==> src/rtl/multicycle_control.sv <==
// ----------------------------------------------------------------------------
// multicycle_control
//   Multi-cycle sequencer for the RV32I core. Each instruction is stepped
//   through FETCH -> DECODE -> EXEC -> [MEM] -> [WB], driving the per-class
//   datapath controls, PC/IR strobes and the req/ack handshakes to
//   instruction and data memory. It also keeps a retired-instruction counter
//   and a sticky trap for illegal opcodes and memory timeouts.
//
// Parameters
//   MEM_TIMEOUT  max cycles a memory request may stay unacked (1..255)
//   CNT_W        width of the wait counter (must hold MEM_TIMEOUT)
//
// Ports
//   i_clk, i_rst_n        clock (rising edge), async active-low reset
//   i_OPCode[6:0]         opcode field of the instruction register
//   i_IMemAck/i_DMemAck   memory acknowledges
//   i_Stall               external hold (DECODE/EXEC/WB only)
//   i_TrapClr             leaves TRAP and restarts fetch
//   o_IMemReq/o_DMemReq   memory requests, o_DMemWe store enable
//   o_IRWrite/o_PCWrite   IR load / PC update strobes, o_Branch PC mux select
//   o_ALUOp[2:0]/o_ALUSrc ALU class and operand-B select
//   o_RegWrite/o_MemToReg register file write and writeback source
//   o_Trap/o_TrapCause    sticky trap and cause (01 illegal, 10 imem, 11 dmem)
//   o_InstRet[31:0]       retired-instruction count (wraps)
// ----------------------------------------------------------------------------
module multicycle_control #(
    parameter int MEM_TIMEOUT = 15,
    parameter int CNT_W       = 8
) (
    input  logic        i_clk,
    input  logic        i_rst_n,
    input  logic [6:0]  i_OPCode,
    input  logic        i_IMemAck,
    input  logic        i_DMemAck,
    input  logic        i_Stall,
    input  logic        i_TrapClr,
    output logic        o_IMemReq,
    output logic        o_DMemReq,
    output logic        o_DMemWe,
    output logic        o_IRWrite,
    output logic        o_PCWrite,
    output logic        o_Branch,
    output logic [2:0]  o_ALUOp,
    output logic        o_ALUSrc,
    output logic        o_RegWrite,
    output logic        o_MemToReg,
    output logic        o_Trap,
    output logic [1:0]  o_TrapCause,
    output logic [31:0] o_InstRet
);

    typedef enum logic [2:0] {
        S_FETCH  = 3'd0,
        S_DECODE = 3'd1,
        S_EXEC   = 3'd2,
        S_MEM    = 3'd3,
        S_WB     = 3'd4,
        S_TRAP   = 3'd5
    } state_t;

    typedef enum logic [2:0] {
        C_NONE   = 3'd0,
        C_R      = 3'd1,
        C_I      = 3'd2,
        C_LOAD   = 3'd3,
        C_STORE  = 3'd4,
        C_BRANCH = 3'd5,
        C_LUI    = 3'd6
    } class_t;

    state_t             r_State;
    state_t             w_NextState;
    class_t             r_Class;
    class_t             w_DecClass;
    logic [CNT_W-1:0]   r_WaitCnt;
    logic [1:0]         r_Cause;
    logic [31:0]        r_InstRet;
    logic               w_Ack;
    logic               w_Timeout;
    logic               w_Waiting;

    // Opcode -> class
    always_comb begin
        w_DecClass = C_NONE;
        case (i_OPCode)
            7'b0110011: w_DecClass = C_R;
            7'b0010011: w_DecClass = C_I;
            7'b0000011: w_DecClass = C_LOAD;
            7'b0100011: w_DecClass = C_STORE;
            7'b1100011: w_DecClass = C_BRANCH;
            7'b0110111: w_DecClass = C_LUI;
            default:    w_DecClass = C_NONE;
        endcase
    end

    // Handshake bookkeeping: only the ack matching the live request counts,
    // so stray acks in other states never move the machine.
    assign w_Waiting = (r_State == S_FETCH) || (r_State == S_MEM);
    assign w_Ack     = (r_State == S_FETCH) ? i_IMemAck : i_DMemAck;
    // Counter holds the number of unacked cycles already spent; the cycle in
    // which it equals MEM_TIMEOUT-1 is the last one allowed. Ack is checked
    // first so an ack in that final cycle still wins.
    assign w_Timeout = (r_WaitCnt == CNT_W'(MEM_TIMEOUT - 1));

    // State register
    always_ff @(posedge i_clk or negedge i_rst_n) begin
        if (!i_rst_n) r_State <= S_FETCH;
        else          r_State <= w_NextState;
    end

    // Next-state logic
    always_comb begin
        w_NextState = r_State;
        case (r_State)
            S_FETCH: begin
                if (i_IMemAck)      w_NextState = S_DECODE;
                else if (w_Timeout) w_NextState = S_TRAP;
            end
            S_DECODE: begin
                if (!i_Stall)
                    w_NextState = (w_DecClass == C_NONE) ? S_TRAP : S_EXEC;
            end
            S_EXEC: begin
                if (!i_Stall) begin
                    case (r_Class)
                        C_BRANCH:        w_NextState = S_FETCH;
                        C_LOAD, C_STORE: w_NextState = S_MEM;
                        default:         w_NextState = S_WB;
                    endcase
                end
            end
            S_MEM: begin
                if (i_DMemAck)
                    w_NextState = (r_Class == C_STORE) ? S_FETCH : S_WB;
                else if (w_Timeout)
                    w_NextState = S_TRAP;
            end
            S_WB: begin
                if (!i_Stall) w_NextState = S_FETCH;
            end
            S_TRAP: begin
                if (i_TrapClr) w_NextState = S_FETCH;
            end
            default: w_NextState = S_FETCH;
        endcase
    end

    // Datapath bookkeeping: class latch, wait counter, trap cause, retire count
    always_ff @(posedge i_clk or negedge i_rst_n) begin
        if (!i_rst_n) begin
            r_Class   <= C_NONE;
            r_WaitCnt <= '0;
            r_Cause   <= 2'b00;
            r_InstRet <= '0;
        end else begin
            if (r_State == S_DECODE && !i_Stall)
                r_Class <= w_DecClass;

            // Counter is zero outside FETCH/MEM, so every entry starts clean.
            if (w_Waiting && !w_Ack && !w_Timeout)
                r_WaitCnt <= r_WaitCnt + 1'b1;
            else
                r_WaitCnt <= '0;

            if (r_State != S_TRAP && w_NextState == S_TRAP) begin
                case (r_State)
                    S_DECODE: r_Cause <= 2'b01;
                    S_FETCH:  r_Cause <= 2'b10;
                    default:  r_Cause <= 2'b11;
                endcase
            end else if (r_State == S_TRAP && i_TrapClr) begin
                r_Cause <= 2'b00;
            end

            // Every PCWrite pulse retires an instruction.
            if (o_PCWrite)
                r_InstRet <= r_InstRet + 32'd1;
        end
    end

    // Output logic. Gated by reset so requests drop the moment reset is
    // asserted even though the state register already reads FETCH.
    always_comb begin
        o_IMemReq  = 1'b0;
        o_DMemReq  = 1'b0;
        o_DMemWe   = 1'b0;
        o_IRWrite  = 1'b0;
        o_PCWrite  = 1'b0;
        o_Branch   = 1'b0;
        o_ALUOp    = 3'b000;
        o_ALUSrc   = 1'b0;
        o_RegWrite = 1'b0;
        o_MemToReg = 1'b0;
        o_Trap     = 1'b0;
        if (i_rst_n) begin
            // ALU controls follow the latched class through EXEC and MEM
            // (MEM still needs the address add).
            if (r_State == S_EXEC || r_State == S_MEM) begin
                case (r_Class)
                    C_R:             begin o_ALUOp = 3'b010; o_ALUSrc = 1'b0; end
                    C_I:             begin o_ALUOp = 3'b011; o_ALUSrc = 1'b1; end
                    C_LOAD, C_STORE: begin o_ALUOp = 3'b000; o_ALUSrc = 1'b1; end
                    C_BRANCH:        begin o_ALUOp = 3'b001; o_ALUSrc = 1'b0; end
                    C_LUI:           begin o_ALUOp = 3'b100; o_ALUSrc = 1'b0; end
                    default:         begin o_ALUOp = 3'b000; o_ALUSrc = 1'b0; end
                endcase
            end
            case (r_State)
                S_FETCH: begin
                    o_IMemReq = 1'b1;
                    o_IRWrite = i_IMemAck;
                end
                S_EXEC: begin
                    if (r_Class == C_BRANCH && !i_Stall) begin
                        o_Branch  = 1'b1;
                        o_PCWrite = 1'b1;
                    end
                end
                S_MEM: begin
                    o_DMemReq = 1'b1;
                    o_DMemWe  = (r_Class == C_STORE);
                    o_PCWrite = (r_Class == C_STORE) && i_DMemAck;
                end
                S_WB: begin
                    o_RegWrite = !i_Stall;
                    o_PCWrite  = !i_Stall;
                    o_MemToReg = (r_Class == C_LOAD);
                end
                S_TRAP: o_Trap = 1'b1;
                default: ;
            endcase
        end
    end

    assign o_TrapCause = r_Cause;
    assign o_InstRet   = r_InstRet;

endmodule

==> config.mk <==
export PLATFORM = sky130hd
export DESIGN_NAME = multicycle_control
export DESIGN_NICKNAME = d
export VERILOG_FILES = /design/src/rtl/multicycle_control.sv
export SDC_FILE = /design/constraint.sdc
export NUM_CORES = 1
export LEC_CHECK = 0
export ABC_CLOCK_PERIOD_IN_PS = 3700
export CAP_MARGIN = 5
export CORE_AREA = 2 2 74 76
export DETAILED_ROUTE_END_ITERATION = 10
export DIE_AREA = 0 0 76 78
export GPL_TIMING_DRIVEN = 1
export PLACE_DENSITY = 0.83
export SYNTH_ARGS = -nofsm -noshare
export SYNTH_HDL_FRONTEND = slang
export SYNTH_SLANG_ARGS = --single-unit
==> constraint.sdc <==
create_clock -name i_clk -period 3.7 [get_ports i_clk]
set_clock_uncertainty 0.15 [all_clocks]
set_input_delay 0.555 -clock i_clk [delete_from_list [all_inputs] [get_ports i_clk]]
set_output_delay 0.555 -clock i_clk [all_outputs]
set_load 0.01 [all_outputs]
# Yosys cells after proc, flatten, opt, wreduce, memory -nomap -nowiden
# Cells that the tools add are included.
# op_classes
multipliers	0
shifts	0
muxes	42
n_reduce_logical	17
eq_ne	20
n_lt_le_gt_ge	0
n_bitwise	0
n_div	0
n_addsub	2
# op_table
op	count
3-bit case mux with 6 select lines	2
3-bit two-way mux	11
32-bit by 1-bit adder with 32-bit output, second input constant	1
1-bit two-way mux	22
7-bit by 6-bit == test with 1-bit output, second input constant	3
3-bit == test, second input constant	6
3-bit by 2-bit == test with 1-bit output, second input constant	4
3-bit case mux with 4 select lines	1
8-bit by 1-bit adder with 8-bit output, second input constant	1
8-bit by 4-bit == test with 1-bit output, second input constant	1
8-bit two-way mux	1
7-bit by 2-bit == test with 1-bit output, second input constant	1
7-bit by 5-bit == test with 1-bit output, second input constant	1
7-bit == test, second input constant	1
1-bit logical AND	7
3-bit by 1-bit == test with 1-bit output, second input constant	2
3-bit zero test	2
3-bit case mux with 2 select lines	1
2-bit two-way mux	2
2-bit case mux with 2 select lines	1
1-bit zero test	3
3-bit inequality test, second input constant	1
1-bit case mux with 3 select lines	1
3-bit OR reduction	1
3 further kinds	4
# totals
latchBits	0
ramBits	0
reg_bits	48
in_bits	13
mem_bits_ro	0
memories	0

# Depth between registers and ports, before layout
# depth
word_depth	9
mapped_depth	9
mapped_depth_nobuf	8

# Least setup slack after synthesis
# OpenSTA, ideal clock, no wires.
# synth_path
kind	reg2reg
start	reg r_Class[0]
end	reg r_InstRet[25] (netlist: o_InstRet[25])
t_arrival_ns	1.882
setup_ns	0.125
synth_period_minus_slack_ns	2.157
stages_incl_launch_ff	10
n_path_buf	3
path_slack_ns	1.543
path_cell_list	dfrtp_1 > buf_6 > or3b_4 > nor3_4 > o2111a_1 > buf_6 > and3_1 > buf_6 > nand3_2 > xnor2_1
# synth_via
elab_chain_cells	5
elab_cells_between_ends	7
# synth_rtl
item	line_no	rtl
start, declared	73	class_t r_Class;
start signal, assigned	157	r_Class <= w_DecClass;
3-bit == test	214	if (r_Class == C_BRANCH && !i_Stall) begin
1-bit logical AND	214	
1-bit two-way mux	214	
1-bit case mux with 3 select lines (*)	208	case (r_State)
1-bit two-way mux (*)	195	if (i_rst_n) begin
end signal, assigned	177	r_InstRet <= r_InstRet + 32'd1;
end, declared	77	logic [31:0] r_InstRet;
# Every way passes the cells marked *; elsewhere a longest branch is shown, timed or not.
# A chain may end at the register's enable or synchronous reset.

# Worst setup path in the final report
# layout_path
start	in i_Stall
end	out o_PCWrite
# layout_via
elab_chain_cells	5
# layout_rtl
item	line_no	rtl
start, declared	35	input logic i_Stall,
1-bit zero test (*)	214, 226	
1-bit logical AND	214	
1-bit two-way mux	214	
1-bit case mux with 3 select lines (*)	208	
1-bit two-way mux (*)	195	
end, declared	41	output logic o_PCWrite,
# Marks and branches as above.

==> results.json <==
{
  "outcome": "finished clean",
  "wl_mm": 5.68,
  "cts_root_buf": "clkbuf_8",
  "max_cap_viol_count": 0,
  "slew-limit-headroom_pct": 63.6,
  "worstPathArrival_ps": 2420,
  "grt_pass1_vias": 2030,
  "setup_viol": 0,
  "viasPerCell": 5.40,
  "io_pins": 60,
  "hold_violations": 0,
  "cts_tree": "yes",
  "multi_input_area_um2": 1360,
  "pwr-share-clk_pct": 30.2,
  "cts_buffers": 5,
  "hold_ws_ps": 12.2,
  "synth_flop_cell": "dfrtp_1",
  "h-tree-depth": 2,
  "rsz0062_at_grt": "no",
  "syn_to_final_growth_pct": 27.0,
  "leakagePower_nw": 1.46,
  "drt_first_pass_iters": 5,
  "final_common_cell": "clkdlybuf4s50_1",
  "max_freq_ghz": 0.320,
  "synth_cell_types": 53,
  "start_kind": "input port",
  "path_cells": "clkdlybuf4s50_1 > nor4b_2 > a32o_1 > o21a_1 > clkdlybuf4s50_1",
  "cpMostUsedCell": "clkdlybuf4s50_1",
  "syn_area_um2": 2690,
  "slowest_delay_ps": 550,
  "slew_violations": 0,
  "drive_gt1_share_pct": 10.1,
  "path_class": "in2out",
  "seq_power_share_pct": 49.1,
  "hp-class": "in2async",
  "p_switching_uw": 361,
  "coreArea_um2": 5040,
  "syn_nets": 283,
  "gp_routability_congestion": 0.780,
  "place_hpwl_mm": 4.25,
  "synth_seq_cells": 48,
  "fin_crit_sh_pct": 84.5,
  "path_delay_family": "buffers and inverters",
  "power_frac_comb_pct": 20.7,
  "p_int_uw": 915,
  "clk_path_buf_depth": 2,
  "final_nets": 341,
  "diodes": 0,
  "cp_num_cells": 5,
  "path_buf_inv": 2,
  "cts.repair.resized": 0,
  "wl_per_cell_um": 14.3,
  "postSynthAreaPerCell_um2": 10.1,
  "io_buffers": 59,
  "rr_worst_depth": 6,
  "synth_edf_count": 0,
  "r2r_end": "o_InstRet[25]",
  "num_vias": 2140,
  "yosys_warnings": 0,
  "crit_fanout": 6,
  "place_ws_ps": 582,
  "cp-endpoint": "o_PCWrite",
  "endpoint_kind": "primary output",
  "async_flop_share_pct": 100,
  "switching_share_pct": 28.3,
  "tns_ps": 0,
  "drc": 0,
  "ir_worst_vdd_mv": 0.285,
  "antenna_found_initial": 0,
  "ctsHoldBuffers": 0,
  "critical_path.slowest_cell": "clkdlybuf4s50_1",
  "drt_iter0_markers": 139,
  "cts.sinks": 48,
  "clk_latency_ps": 300,
  "fin_crit_ps": 3130,
  "p_per_area_nw_per_um2": 374,
  "grt_pass1_wl_mm": 9.32,
  "rows": 26,
  "nFillCells": 384,
  "r2r_start": "r_State[0]",
  "cts_setup_buffers": 0,
  "grt_usage_pct": 19.5,
  "die_h_um": 78,
  "clk_pin_slew_worst_paths_ps": 80,
  "grt_max_degree": 23,
  "regArea_um2": 1200,
  "startpoint": "i_Stall",
  "syn_inst": 267,
  "final_cell_mix": "58 x clkdlybuf4s50_1, 48 x dfrtp_1, 28 x xnor2_1",
  "die_x_um": 76,
  "cp.required_ps": 2990,
  "synth-seq-area-share_pct": 44.7,
  "gr-total-overflow": 0,
  "tightestPinTransition_ps": 542,
  "p_total_mw": 1.28,
  "fin_ws_ps": 574,
  "initial_core_util_pct": 53.3,
  "drt.antenna.violating_nets": 0,
  "dieArea_um2": 5930,
  "r2r_slack_ps": 1110
}
[area by class of cell]
class                   instances  area share [%]
multi-input cells             200            39.9
flip-flops and latches         48            35.2
repair buffers                 62            17.8
well taps                      70            2.57
clock buffers                   6            2.42
clock inverters                 2            1.14
inverters                       8           0.881
[flip-flops by register name, summed over array words and instances, names as in the netlist]
signal,count
o_InstRet,32
r_State,3
r_WaitCnt,8
r_Class,3
o_TrapCause,2
[how the worst min path moves through the flow]
stage                           endpoint  slack [ps]  cells past startpoint
final                       r_WaitCnt[3]          10                      1
after global routing      o_TrapCause[0]          10                      1
after CTS                   r_WaitCnt[3]          20                      1
after detailed placement    r_WaitCnt[0]         330                      1
after global placement     o_InstRet[31]         310                      1
after floorplan             o_InstRet[0]         110                      0
[metrics by stage]
stage / cells / utilization, % / instance area (µm²)
floorplan: 267 / - / 2690
global placement: 388 / 65.2 / 3290
detailed placement: 388 / 65.2 / 3290
CTS: 396 / 67.6 / 3410
global route: 396 / 67.6 / 3410
finish: 396 / 67.6 / 3410
[synth_stat cells, types with 5 or more instances]
cell type / count / area, µm²
buf_6: 5 / 56.3
a21oi_1: 5 / 25.0
inv_1: 8 / 30.0
xor2_1: 9 / 78.8
dfrtp_1: 48 / 1200
nand4_1: 13 / 81.3
and3_1: 13 / 81.3
nor2_1: 21 / 78.8
xnor2_1: 28 / 245
nand3_1: 14 / 70.1
nand2_1: 18 / 67.6
nor3_1: 9 / 45.0
[worst register-to-register path, cell delays in order, from the launching register on]
cell	delay, ps
dfrtp_1	570
nor4b_2	470
a32o_1	250
o2111a_1	360
and3_1	400
nand3_2	130
xnor2_1	140
[power by group through the flow]
| stage | Sequential (mW) | Combinational, mW | Clock [mW] |
|---|---|---|---|
| floorplan | 0.600 | 0.207 | 0 |
| global placement | 0.632 | 0.259 | 0 |
| detailed placement | 0.634 | 0.265 | 0 |
| CTS | 0.625 | 0.266 | 0.398 |
| global route | 0.632 | 0.295 | 0.423 |
| finish | 0.626 | 0.264 | 0.386 |
[layer usage]
metal,vias up,global-route usage [%],share of wire (%)
met5,-,0,0
met4,0,5.27,1.0
met3,6,4.19,4.3
met2,49,33.8,49
met1,1031,24.8,46
li1,1054,-,-
[cell families (layout without fill, tap and decap cells)]
kind of cell	Yosys count	after routing	synth area share, %
mux	3	3	1.21
buf+inv	19	78	4.57
fa+ha+maj	3	3	1.40
simple gates	130	130	28.6
compound gates	26	26	6.85
xor+xnor	38	38	12.7
flops	48	48	44.7
Power figures use the tool's default switching activity.
